### src/rtl/mem_arbiter.sv
// Two-requester round-robin arbiter in front of a single-port word RAM.
// Define MEM_ARB_RMW_EN to merge partial-byte writes by read-modify-write.
module mem_arbiter (
    input  logic        clk,
    input  logic        rst_n,
    input  logic        m0_req,
    input  logic        m0_we,
    input  logic [3:0]  m0_be,
    input  logic [31:0] m0_addr,
    input  logic [31:0] m0_wdata,
    output logic        m0_gnt,
    output logic        m0_rvalid,
    output logic [31:0] m0_rdata,
    input  logic        m1_req,
    input  logic        m1_we,
    input  logic [3:0]  m1_be,
    input  logic [31:0] m1_addr,
    input  logic [31:0] m1_wdata,
    output logic        m1_gnt,
    output logic        m1_rvalid,
    output logic [31:0] m1_rdata,
    output logic        ram_en,
    output logic        ram_wr,
    output logic [31:0] ram_addr,
    output logic [31:0] ram_wdata,
    input  logic [31:0] ram_data
);

`ifdef MEM_ARB_RMW_EN
    typedef enum logic [1:0] {IDLE, RESP, MERGE} state_t;
`else
    typedef enum logic [1:0] {IDLE, RESP} state_t;
`endif

    state_t      state_reg, state_next;
    logic        prio_reg, prio_next;   // 1 = m1 wins a tie
    logic        sel_reg, sel_next;     // requester owning the transaction
    logic        rd_reg, rd_next;
    logic [29:0] addr_reg, addr_next;

    logic        win;
    logic        win_we;
    logic [31:0] win_addr;
    logic [31:0] win_wdata;
    logic [3:0]  win_be;

    assign win       = (m0_req && m1_req) ? prio_reg : m1_req;
    assign win_we    = win ? m1_we    : m0_we;
    assign win_addr  = win ? m1_addr  : m0_addr;
    assign win_wdata = win ? m1_wdata : m0_wdata;
    assign win_be    = win ? m1_be    : m0_be;

`ifdef MEM_ARB_RMW_EN
    logic [3:0]  be_reg, be_next;
    logic [31:0] wdata_reg, wdata_next;
    logic [31:0] merged;

    generate
        for (genvar gi = 0; gi < 4; gi++) begin : g_merge
            assign merged[8*gi +: 8] = be_reg[gi] ? wdata_reg[8*gi +: 8] : ram_data[8*gi +: 8];
        end
    endgenerate

    logic unused_bits;
    assign unused_bits = ^{m0_addr[1:0], m1_addr[1:0]};
`else
    // Byte enables have no effect when every write is a full-word write.
    logic unused_bits;
    assign unused_bits = ^{m0_addr[1:0], m1_addr[1:0], win_be};
`endif

    always_ff @(posedge clk) begin
        if (rst_n) begin
            state_reg <= IDLE;
            prio_reg  <= 1'b0;
            sel_reg   <= 1'b0;
            rd_reg    <= 1'b0;
            addr_reg  <= '0;
`ifdef MEM_ARB_RMW_EN
            be_reg    <= '0;
            wdata_reg <= '0;
`endif
        end else begin
            state_reg <= state_next;
            prio_reg  <= prio_next;
            sel_reg   <= sel_next;
            rd_reg    <= rd_next;
            addr_reg  <= addr_next;
`ifdef MEM_ARB_RMW_EN
            be_reg    <= be_next;
            wdata_reg <= wdata_next;
`endif
        end
    end

    always_comb begin
        state_next = state_reg;
        prio_next  = prio_reg;
        sel_next   = sel_reg;
        rd_next    = rd_reg;
        addr_next  = addr_reg;
`ifdef MEM_ARB_RMW_EN
        be_next    = be_reg;
        wdata_next = wdata_reg;
`endif
        m0_gnt     = 1'b0;
        m1_gnt     = 1'b0;
        m0_rvalid  = 1'b0;
        m1_rvalid  = 1'b0;
        m0_rdata   = '0;
        m1_rdata   = '0;
        ram_en     = 1'b0;
        ram_wr     = 1'b0;
        ram_addr   = '0;
        ram_wdata  = '0;

        case (state_reg)
            IDLE: begin
                if (m0_req || m1_req) begin
                    m0_gnt     = ~win;
                    m1_gnt     = win;
                    sel_next   = win;
                    prio_next  = ~win;
                    rd_next    = ~win_we;
                    addr_next  = win_addr[31:2];
                    ram_en     = 1'b1;
                    ram_addr   = {win_addr[31:2], 2'b00};
                    state_next = RESP;
                    if (win_we) begin
`ifdef MEM_ARB_RMW_EN
                        if (win_be == 4'b1111 || win_be == 4'b0000) begin
                            ram_wr    = (win_be == 4'b1111);
                            ram_wdata = win_wdata;
                        end else begin
                            // Read the old word now; the merge is written next cycle.
                            be_next    = win_be;
                            wdata_next = win_wdata;
                            state_next = MERGE;
                        end
`else
                        ram_wr    = 1'b1;
                        ram_wdata = win_wdata;
`endif
                    end
                end
            end
`ifdef MEM_ARB_RMW_EN
            MERGE: begin
                ram_en     = 1'b1;
                ram_wr     = 1'b1;
                ram_addr   = {addr_reg, 2'b00};
                ram_wdata  = merged;
                state_next = RESP;
            end
`endif
            RESP: begin
                m0_rvalid  = ~sel_reg;
                m1_rvalid  = sel_reg;
                m0_rdata   = (!sel_reg && rd_reg) ? ram_data : 32'h0;
                m1_rdata   = (sel_reg && rd_reg) ? ram_data : 32'h0;
                state_next = IDLE;
            end
            default: state_next = IDLE;
        endcase

        // A reset cycle abandons whatever is in flight: nothing leaves the block.
        if (rst_n) begin
            m0_gnt    = 1'b0;
            m1_gnt    = 1'b0;
            m0_rvalid = 1'b0;
            m1_rvalid = 1'b0;
            m0_rdata  = '0;
            m1_rdata  = '0;
            ram_en    = 1'b0;
            ram_wr    = 1'b0;
            ram_addr  = '0;
            ram_wdata = '0;
        end
    end

endmodule
### config.mk
export PLATFORM = sky130hd
export DESIGN_NAME = mem_arbiter
export DESIGN_NICKNAME = d
export VERILOG_FILES = /design/src/rtl/mem_arbiter.sv
export SDC_FILE = /design/constraint.sdc
export NUM_CORES = 1
export LEC_CHECK = 0
export ABC_AREA = 1
export CELL_PAD_IN_SITES_DETAIL_PLACEMENT = 0
export CELL_PAD_IN_SITES_GLOBAL_PLACEMENT = 1
export CORE_AREA = 2 2 118 120
export CTS_BUF_LIST = sky130_fd_sc_hd__clkbuf_16
export CTS_CLUSTER_DIAMETER = 200
export DETAILED_ROUTE_END_ITERATION = 12
export DIE_AREA = 0 0 120 122
export DONT_BUFFER_PORTS = 1
export PLACE_DENSITY_LB_ADDON = 0.1
export REMOVE_ABC_BUFFERS = 1
export SYNTH_ARGS = -nofsm -noshare
export SYNTH_HDL_FRONTEND = slang
export SYNTH_SLANG_ARGS = --single-unit
### constraint.sdc
create_clock -name clk -period 1.35 [get_ports clk]
set_input_delay 0.135 -clock clk [delete_from_list [all_inputs] [get_ports clk]]
set_output_delay 0.135 -clock clk [all_outputs]
set_load 0.05 [all_outputs]
==> results.py <==
metrics = {
    "status": {
        "status": "finished, violations left",
        "violations": "negative setup slack",
    },
    "logic_synthesis": {
        "synthMuxAreaShare_pct": 0,
        "synth-compound-area-share_pct": 1.057,
        "syn_area_per_cell_sq_um": 4.447,
        "yosysWarnings": 0,
        "ys_ff_latch": 4,
        "synth_cell_types": 18,
        "ys_seq_area_share_pct": 4.227,
        "syn_inst": 426,
        "synth_fa_ha_area_share_pct": 0,
        "syn_area_sq_mm": 0.001894,
        "yosys.area_share.simple_pct": 70.21,
        "synth_top_family_by_area": "simple AND/OR/NAND/NOR gates",
        "synth_xor_area_share_pct": 0,
    },
    "clock_tree": {
        "root_buffer": "clkbuf_16",
        "cts_tree": "done",
        "cts-htree-levels": 1,
        "clockBufferDepth": 2,
        "clkSinkCount": 4,
        "cts_buffers": 3,
        "clkTransAtPathRegs_ns": 0.03,
        "insertion_delay_ns": 0.23,
    },
    "worst_hold_path": {
        "min_path_type": "input port to flip-flop",
        "worstHoldStart": "m0_req",
        "min_delay_worst_endpoint": "state_reg[0]",
        "hold_depth": 2,
    },
    "floorplanning": {
        "coreArea_sq_mm": 0.01350,
        "ios": 308,
        "start_util_pct": 14.03,
        "die_w_um": 120,
        "dieHeight_um": 122,
        "placementRows": 43,
        "dieArea_sq_mm": 0.01464,
    },
    "timing": {
        "hold_viol": 0,
        "setup_viol_count_final": 131,
        "maxSlewViolCount": 0,
        "final.setup.worst_slack_ns": -0.3097,
        "fmax_ghz": 0.6025,
        "rsz0062_at_grt": "yes",
        "finClkSkew_ns": 0.001066,
        "period_needed_ns": 1.660,
        "period_share_pct": 122.9,
        "hold_ws_ns": 0.08473,
    },
    "routing": {
        "vias": 3311,
        "wire_per_inst_um": 16.24,
        "wl_mm": 12.23,
        "drc": 0,
        "routed_via_density": 4.397,
        "ant_nets": 0,
        "drtIter0Drc": 95,
        "dr.pass1.iters": 4,
    },
    "placed_design": {
        "place_area_sq_mm": 0.003615,
        "hpwl_mm": 8.146,
        "gp_congestion": 0.7590,
        "port_buffers": 0,
    },
    "pwr": {
        "seq_power_share_pct": 5.4,
        "power_per_cell_area_mw_per_mm2": 501.9,
        "p_switching_mw": 1.341,
        "power.share.switching_pct": 49.69,
        "intPower_mw": 1.357,
        "ir_worst_vdd_uv": 378.6,
        "p_comb_share_pct": 77.4,
        "clock_power_share_pct": 17.2,
        "leakage_nw": 2.737,
    },
    "critical_path": {
        "path_max_fanout": 8,
        "rrSetupSlack_ns": 0.25,
        "rr_worst_depth": 8,
        "cp-start-kind": "flip-flop",
        "arrival_ns": 1.52,
        "required_ns": 1.22,
        "crit_path_end_kind": "output pin",
        "criticalPathCategory": "flip-flop to output pin",
        "r2r-start": "state_reg[0]",
        "r2r-end": "rd_reg",
    },
    "grt": {
        "antenna_found_initial": 0,
        "grt_max_degree": 38,
        "grt_pass1_vias": 3054,
        "overflow": 0,
        "grt_pass1_wl_mm": 16.60,
        "grtUsageTotal_pct": 14.05,
    },
    "layout": {
        "area_growth_pct": 183.8,
        "nFillCells": 1372,
        "final_util_pct": 39.80,
        "finalNetCount": 749,
        "num_antenna_cells": 0,
        "fin_area_sq_mm": 0.005375,
        "layout-drive-gt1-share_pct": 58.46,
    },
    "flow_run": {
        "drv_cap": 0,
    },
}
-- worst max-delay path: stages, from the launching register on --
cell and delay, ns:
dfxtp_2 0.32, buf_6 0.12, a21oi_4 0.28, buf_12 0.19, nand3_1 0.13, nand2_4 0.12
buf_12 0.13
-- Yosys cell counts (all sizes together) --
| cell | number | area share (%) |
|---|---|---|
| a21oi | 3 | 0.79 |
| buf | 25 | 7.1 |
| nor2 | 40 | 8.6 |
| conb | 1 | 0.20 |
| clkbuf | 12 | 2.4 |
| dfxtp | 4 | 4.2 |
| nand3 | 66 | 18 |
| inv | 75 | 15 |
| nor3 | 64 | 17 |
| o21ai | 1 | 0.26 |
| nand2 | 135 | 27 |
-- power by group through the flow --
stage / registers [mW] / clock network, mW / logic (mW)
2_1_floorplan: 0.140 / 0 / 0.887
3_3_place_gp: 0.141 / 0 / 1.53
3_5_place_dp: 0.141 / 0 / 1.53
4_1_cts: 0.145 / 0.466 / 1.88
5_1_grt: 0.148 / 0.482 / 2.20
6_report: 0.145 / 0.465 / 2.09
-- metal layers --
layer	wire length (um)	GRT usage, %	vias up
li1	-	-	1609
met1	4290	15.64	1502
met2	6799	27.17	186
met3	969	3.090	14
met4	170	2.941	0
met5	0	0	-
-- layout make-up --
cell class / count / area [sq um] / share of cell area [%]
inverters: 75 / 289.0 / 5.377
well taps: 180 / 225.2 / 4.190
flip-flops and latches: 4 / 83.83 / 1.560
repair buffers: 179 / 2394 / 44.53
multi-input cells: 312 / 2308 / 42.95
clock buffers: 3 / 75.07 / 1.397
-- logic make-up (layout without fill, tap and decap cells) --
family	after synthesis	after routing
and+or+nand+nor	305	306
buffers and inverters	112	257
AOI/OAI and AO/OA	4	4
DFF	4	4
other	1	2
-- cells in the final DEF, fill, tap and decap left out, types with 2 or more instances in the layout --
master,synthesis,layout
nand3_2,1,6
buf_6,0,67
nand2_8,0,3
nand2_2,2,5
nor2_2,2,34
nand2_1,133,68
conb_1,1,2
buf_12,0,43
nor3_1,64,39
clkbuf_16,0,8
nand3_1,65,52
nor3_4,0,11
buf_4,4,52
nand3_4,0,8
nor2_4,1,5
inv_2,2,2
nand2_4,0,60
dfxtp_2,0,3
buf_16,0,7
nor3_2,0,14
inv_1,73,71
a21oi_1,3,2
buf_8,0,4
-- worst max-delay path by stage --
stage,cells past startpoint,endpoint,startpoint
3_3_place_gp,8,ram_wdata[18],prio_reg
6_report,6,ram_addr[12],prio_reg
3_5_place_dp,8,ram_wdata[18],prio_reg
5_1_grt,6,ram_addr[12],prio_reg
2_1_floorplan,5,ram_wdata[0],state_reg[0]
4_1_cts,8,ram_wdata[2],state_reg[0]
-- metrics by stage --
stage                     setup TNS [ns]  worst slack (ns)  std cells  total power, mW
after floorplan                  -167.71            -1.446        390            1.026
after global placement            -4.479           -0.1159        725            1.667
after detailed placement          -5.450           -0.1528        725            1.668
after CTS                         -25.09           -0.2660        742            2.487
after global routing              -35.07           -0.3525        753            2.831
final                             -27.77           -0.3097        753            2.698
-- timing repair --
item	4_1_cts	5_1_grt
gates cloned	8	8
resized for setup	216	104
endpoints found under the setup margin	130	132
endpoints found under the hold margin	1	1
pin swaps	21	23
buffers inserted	7	7
Power figures use the tool's default switching activity.
